--- config.mk ---
export PLATFORM = sky130hd
export DESIGN_NAME = instr_fetch
export DESIGN_NICKNAME = d
export VERILOG_FILES = /design/src/rtl/instr_fetch.sv
export SDC_FILE = /design/constraint.sdc
export NUM_CORES = 1
export LEC_CHECK = 0
export CORE_MARGIN = 2
export CORE_UTILIZATION = 40
export DETAILED_ROUTE_END_ITERATION = 12
export PLACE_DENSITY = 0.65
export SLEW_MARGIN = 20
export SYNTH_ARGS = -nofsm -noshare
export SYNTH_HDL_FRONTEND = slang
export SYNTH_SLANG_ARGS = --single-unit
--- constraint.sdc ---
create_clock -name clk -period 4.65 [get_ports clk]
set_input_delay 0.93 -clock clk [delete_from_list [all_inputs] [get_ports clk]]
set_output_delay 0.93 -clock clk [all_outputs]
set_load 0.005 [all_outputs]
--- src/rtl/instr_fetch.sv ---
// Instruction fetch stage: serially loaded program buffer issued one word per cycle
// to decode, with stall hold, NOP fill and a done flag once the program is exhausted.
module instr_fetch #(
  parameter int             DEPTH = 64,
  parameter int             IW    = 25,
  parameter logic [IW-1:0]  NOP   = 25'h1800000,
  localparam int            AW    = $clog2(DEPTH)
) (
  input  logic          clk,
  input  logic          reset,
  input  logic          load_en,
  input  logic [IW-1:0] load_data,
  input  logic          start,
  input  logic          stall,
  output logic [IW-1:0] instructionIF,
  output logic          valid,
  output logic [AW-1:0] pc,
  output logic [AW:0]   count,
  output logic          full,
  output logic          done
);

  typedef enum logic [1:0] {IDLE, RUN, DONE} state_t;

  state_t        state;
  logic [IW-1:0] mem [DEPTH];
  logic          wrEn;
  logic [AW-1:0] wrAddr;
  logic          lastIssue;
  logic          empty;

  assign full      = (count == (AW+1)'(DEPTH));
  assign empty     = (count == '0);
  assign lastIssue = ({1'b0, pc} == count - (AW+1)'(1));

  // start always beats load_en; RUN never writes the buffer.
  always_comb begin
    wrEn   = 1'b0;
    wrAddr = '0;
    if (!reset && load_en && !start) begin
      case (state)
        IDLE: if (!full) begin
          wrEn   = 1'b1;
          wrAddr = count[AW-1:0];
        end
        DONE: begin
          wrEn   = 1'b1;
          wrAddr = '0;
        end
        default: ;
      endcase
    end
  end

  // Buffer is deliberately left out of reset.
  always_ff @(posedge clk) begin
    if (wrEn) mem[wrAddr] <= load_data;
  end

  always_ff @(posedge clk) begin
    if (reset) begin
      state         <= IDLE;
      instructionIF <= NOP;
      valid         <= 1'b0;
      pc            <= '0;
      count         <= '0;
      done          <= 1'b0;
    end else begin
      case (state)
        IDLE: begin
          if (start) begin
            pc <= '0;
            if (empty) begin
              state <= DONE;
              done  <= 1'b1;
            end else begin
              state <= RUN;
            end
          end else if (load_en && !full) begin
            count <= count + (AW+1)'(1);
          end
        end
        RUN: begin
          if (!stall) begin
            instructionIF <= mem[pc];
            valid         <= 1'b1;
            pc            <= pc + AW'(1);
            if (lastIssue) state <= DONE;
          end
        end
        DONE: begin
          instructionIF <= NOP;
          valid         <= 1'b0;
          done          <= 1'b1;
          if (start) begin
            // An empty program has nothing to re-issue, so stay finished.
            if (!empty) begin
              done  <= 1'b0;
              pc    <= '0;
              state <= RUN;
            end
          end else if (load_en) begin
            count <= (AW+1)'(1);
            done  <= 1'b0;
            pc    <= '0;
            state <= IDLE;
          end
        end
        default: state <= IDLE;
      endcase
    end
  end

endmodule

==> results of run 1 <==
[cell type report]
cell class | instances | share of cell area [%]
clock buffer | 207 | 5.93
clock inverter | 92 | 1.21
tap | 2058 | 3.55
sequential | 1648 | 67.5
inverter | 9 | 0.0465
timing repair buffer | 230 | 2.95
multi-input combinational | 1059 | 18.8
antenna | 3 | 0.0103
[path summary, 6_finish.rpt]
check                  from  slack (ns)  cells past startpoint           endpoint
setup / recovery   count[2]        0.33                      3               full
hold / removal        valid        0.52                      2              valid
setup reg to reg  flip-flop        0.88                      8  instructionIF[12]
hold reg to reg       valid        0.52                      2              valid
[power groups by stage]
| stage | combinational, uW | clock (uW) | sequential [uW] |
|---|---|---|---|
| floorplan | 168 | 0 | 16600 |
| global placement | 571 | 0 | 16600 |
| detailed placement | 583 | 0 | 16600 |
| CTS | 583 | 13000 | 16300 |
| global route | 610 | 13600 | 16300 |
| finish | 579 | 12800 | 16300 |
[critical path, stage by stage, from the launching register on]
cell             delay, ns
dfxtp_1               0.52
or4_1                 0.68
nor3_1                0.74
clkdlybuf4s50_1       0.65
[routing by layer]
metal	share of wire, %	GRT usage [%]	vias to the layer above
li1	-	-	12700
met1	40	28.0	16500
met2	47	31.0	1522
met3	9.3	4.25	238
met4	2.9	6.24	6
met5	0.027	0	-
[layout by cell type (no fill, tap or decap), types with 22 or more instances in the layout]
master,instances
nor2_1,44
clkbuf_16,164
clkdlybuf4s50_1,45
nor2_4,45
a221o_1,24
nor2_2,22
nand2_1,47
buf_4,139
o21ai_0,38
a31oi_1,24
edfxtp_1,1600
a221oi_1,41
nor2b_1,22
clkinv_1,36
mux4_2,376
buf_12,28
mux2i_1,152
dfxtp_1,43
a21oi_1,35
clkbuf_1,39
[cell families (layout without fill, tap and decap cells)]
logic type | after synthesis | after routing
mux | 539 | 539
buf+inv | 171 | 538
xor+xnor | 15 | 15
other cells | 0 | 3
flops | 1648 | 1648
simple gates | 242 | 242
compound gates | 259 | 259
fa+ha+maj | 4 | 4
[stage by stage]
| stage | setup slack (ns) | power [uW] |
|---|---|---|
| 6_report | 0.325 | 29700 |
| 5_1_grt | 0.231 | 30500 |
| 4_1_cts | 0.286 | 29900 |
| 3_5_place_dp | 0.587 | 17200 |
| 3_3_place_gp | 0.605 | 17200 |
| 2_1_floorplan | 0.943 | 16800 |
[flip-flops by register name, summed over array words and instances (netlist names), named ones only]
signal and count:
mem 1600, state 2, count 7, done 1, valid 1, instructionIF 25, pc 6
==> reports/metrics.cfg, run 1 <==
[status]
status=finished clean

[final_layout]
final_util_pct=46.4
final_area_sq_um=72600
area_growth_pct=15.1
instances_no_fill=5306
multi_input_area_sq_um=13700
nFillCells=12800
nNetsFinal=3146
drive_above_1_share_pct=26.8
final-seq-area_sq_um=49000

[worst_setup_path]
critPathKind=flip-flop to output port
required_ns=3.72
crit_arrival_ns=3.39
critPathMaxFanout=14
worst_setup_path_end_kind=output port
setup.worst_path.start_class=flip-flop

[synthesis]
async_reset_ff_share_pct=0
synth_area_leader_cell=edfxtp_1
synth_common_cells=1600 x edfxtp_1, 376 x mux4_2, 152 x mux2i_1
synth_top_area_share_pct=76.1
synth.distinct_cells=52
synthMuxAreaShare_pct=16.0
synth_xor_area_share_pct=0.208
synth_seq_cells=1648
synth.most_common_cell=edfxtp_1
synth_compound_gate_area_share_pct=2.91
syn_nets=2912
synthAdderAreaFrac_pct=0.0793
synthTopCellsByArea=edfxtp_1 76%, mux4_2 13%, mux2i_1 2.4%
ys.warnings.count=0
synth_top_flop_cell=edfxtp_1
synth_top_family_by_area=multiplexers
synth-simple-area-share_pct=1.79
syn_inst=2878
synth_area_sq_um=63100
ys_seq_area_share_pct=77.7
syn_area_per_cell_sq_um=21.9
synth-edff-count=1600

[drt]
vias=31000
viasPerCell=5.84
dr.pass1.iters=5
wl_per_cell_um=30.3
ant_nets=0
drc=0
first_iter_violations=4140
wirelength_um=161000

[placement]
place_area_sq_um=67400
dp_hpwl_um=98200
port_buffers=70
gp_congestion=0.881
placed_cells_incl_taps=5004

[clock_network]
clock_latency_ns=0.80
post_cts_resized=0
path_clk_slew_ns=0.06
cts_tree=done
cts_hold_buffers=0
cts_max_path_buffers=3
cts_setup_buffers=0
cts-root-buf=clkbuf_16
numClockSinks=1648
htreeDepth=4
cts_inserted_buffers=164

[floorplan]
ios=71
die-area_sq_um=161000
start_util_pct=40.4
die_x_um=401
die_h_um=401
rows=145
core-area_sq_um=156000

[pwr]
pwr-share-comb_pct=1.9
power_switching_uw=6080
seqPwrFrac_pct=54.9
clock_power_share_pct=43.1
p_leak_uw=0.0215
internal_power_uw=23600
vdd_drop_max_v=0.000342
powerDensity_nw_per_um2=409
netSwitchingFraction_pct=20.5

[sta]
fmax_mhz=231
fin_crit_ns=4.32
relSlewSlack_pct=27.1
holdWs_ns=0.516
fin_crit_sh_pct=93.0
worstMarginPinSlew_ns=1.09
finalHoldViolations=0
setup_viol=0
timing.setup.tns_ns=0
finalClockSkew_ns=0.0308
slew_viol_final=0
rsz0062_at_grt=false

[global_route]
grt_overflow=0
antenna_found_initial=12
grt_max_degree=66
grt_pass1_wl_um=229000
grt_util_all_layers_pct=19.9
first_global_vias=30600

[hold_path]
worst_hold_path_type=flip-flop to flip-flop

[run]
cap_viol_max_count=0

(Power assumes the default switching activity.)
==> run 2, diff against run 1 <==
Settings changed: CORE_ASPECT_RATIO from default to 0.8.
==> run 2 against run 1 <==
  * Clock power about the same
  * Critical path depth stayed put
  * Routed wire length grew 2.8%
  * Register-to-register slack gained 0.06 ns
  * Largest cell class unchanged
==> reports/metrics.cfg, run 2 (synthesis results as in run 1) <==
[sta]
slew_viol_final=0  ; unchanged
holdWs_ns=0.462  ; -0.0541 ns
setup_viol=0  ; unchanged
finalHoldViolations=0  ; unchanged
fin_crit_sh_pct=94.6  ; +1.6 points
fmax_mhz=227  ; -1.7%
timing.setup.tns_ns=0  ; unchanged
fin_crit_ns=4.40  ; +0.0735 ns
rsz0062_at_grt=false
finalClockSkew_ns=0.0307  ; -0.000107 ns
relSlewSlack_pct=27.0  ; -0.14 points
worstMarginPinSlew_ns=1.10  ; +0.00214 ns
layout_setup_ws_ns=0.252  ; -0.0735 ns

[drt]
ant_nets=0  ; unchanged
vias=31200  ; +0.86%
drc=0  ; unchanged
viasPerCell=5.83  ; about the same
first_iter_violations=4050  ; -2.2%
wirelength_um=165000  ; +2.8%
wl_per_cell_um=30.9  ; +1.8%
dr.pass1.iters=5  ; unchanged

[final_layout]
drive_above_1_share_pct=27.1  ; +0.23 points
largest-register=mem
nFillCells=13000  ; +1.6%
final_util_pct=46.3  ; -0.18 points
nNetsFinal=3144  ; -0.064%
mostFrequentLayoutCells=1600 x edfxtp_1, 376 x mux4_2, 155 x clkbuf_16
layout_commonest_cell=edfxtp_1
largestRegisters=mem (1600), instructionIF (25), count (7)
final_area_sq_um=72500  ; -0.13%
multi_input_area_sq_um=13600  ; -0.22%
final-seq-area_sq_um=49000  ; about the same
largest_reg_flops=1600  ; unchanged
area_growth_pct=14.9

[pwr]
vdd_drop_max_v=0.000406  ; +19%
powerDensity_nw_per_um2=405  ; -1.0%
p_leak_uw=0.0215  ; -0.22%

[run]
cap_viol_max_count=0  ; unchanged

[worst_setup_path]
worst_setup_path_end_kind=output port
slowest_stage=nor3_1
required_ns=3.72  ; about the same
setup.worst_path.start_class=flip-flop
cpPeakStageDelay_ns=0.77  ; +0.03 ns
critPathMaxFanout=13  ; -1
crit_arrival_ns=3.47  ; +0.08 ns
crit_family=simple AND/OR/NAND/NOR gates
path_buf_inv=1  ; unchanged
crit_path_cell_trace=or4_1 > nor3_1 > clkdlybuf4s50_1
critPathKind=flip-flop to output port

[global_route]
grt_pass1_wl_um=233000  ; +1.8%
first_global_vias=30300  ; -1.0%
antenna_found_initial=7  ; -5
grt_overflow=0  ; unchanged
grt_max_degree=66  ; unchanged
grt_util_all_layers_pct=20.5  ; +0.67 points

[status]
status=finished clean

[placement]
gp_congestion=0.859  ; -2.5%
pre_cts_slack_ns=0.404  ; -0.182 ns
port_buffers=70  ; unchanged
dp_hpwl_um=100000  ; +2.1%
place_area_sq_um=67500  ; +0.14%

[clock_network]
post_cts_resized=0  ; unchanged
cts_inserted_buffers=155  ; -5.5%
cts-root-buf=clkbuf_16
htreeDepth=4  ; unchanged
cts_setup_buffers=0  ; unchanged
clock_latency_ns=0.81  ; about the same
cts_hold_buffers=0  ; unchanged
cts_tree=done
cts_max_path_buffers=3  ; unchanged
numClockSinks=1648  ; unchanged
path_clk_slew_ns=0.07  ; about the same

[floorplan]
core-area_sq_um=157000  ; +0.26%
start_util_pct=40.2  ; -0.11 points
die_h_um=359  ; -10%
die-area_sq_um=161000  ; about the same
ios=71  ; unchanged
die_x_um=448  ; +12%
rows=130  ; -10%

[hold_path]
worst_hold_path_type=primary input to flip-flop

==> run 2: power breakdown <==
group | internal, uW | switching (uW) | leakage (uW)
Combinational | 124 | 462 | 0.00427
Sequential | 16300 | 26.0 | 0.0148
Clock | 6840 | 5630 | 0.00243
==> run 2: worst register-to-register path, delay by kind of cell (launching register included) <==
| kind | cells | cell delay, ns |
|---|---|---|
| simple gates | 4 | 2.24 |
| flops | 1 | 0.63 |
| buf+inv | 1 | 0.25 |
| compound gates | 1 | 0.20 |
==> run 2: per-stage QoR <==
| stage | instances | power [uW] |
|---|---|---|
| 2_1_floorplan | 2878 | 16800 |
| 3_3_place_gp | 5065 | 17200 |
| 3_5_place_dp | 5065 | 17200 |
| 4_1_cts | 5351 | 29500 |
| 5_1_grt | 5351 | 30200 |
| 6_report | 5355 | 29400 |
==> run 2: final timing paths <==
| kind | from | to | slack, ns | cells after the start |
|---|---|---|---|---|
| hold reg to reg | valid | valid | 0.49 | 2 |
| hold / removal | load_data[8] | mem[24][8] | 0.46 | 1 |
| setup / recovery | count[5] | full | 0.25 | 3 |
| setup reg to reg | count[5] | mem[0][23] | 0.94 | 6 |
==> run 2: final cells by class <==
class / count / area share, %
antenna: 4 / 0.0138
clock buffer: 195 / 5.65
clock inverter: 91 / 1.22
inverter: 9 / 0.0466
multi-input combinational: 1059 / 18.8
sequential: 1648 / 67.6
tap: 2112 / 3.64
timing repair buffer: 237 / 3.04
==> run 2: metal layers <==
| layer | up-vias | wire length [um] | GRT usage [%] |
|---|---|---|---|
| li1 | 12700 | - | - |
| met1 | 16600 | 69900 | 31.0 |
| met2 | 1729 | 71200 | 28.5 |
| met3 | 246 | 20100 | 6.43 |
| met4 | 4 | 4190 | 5.68 |
| met5 | - | 24 | 0 |
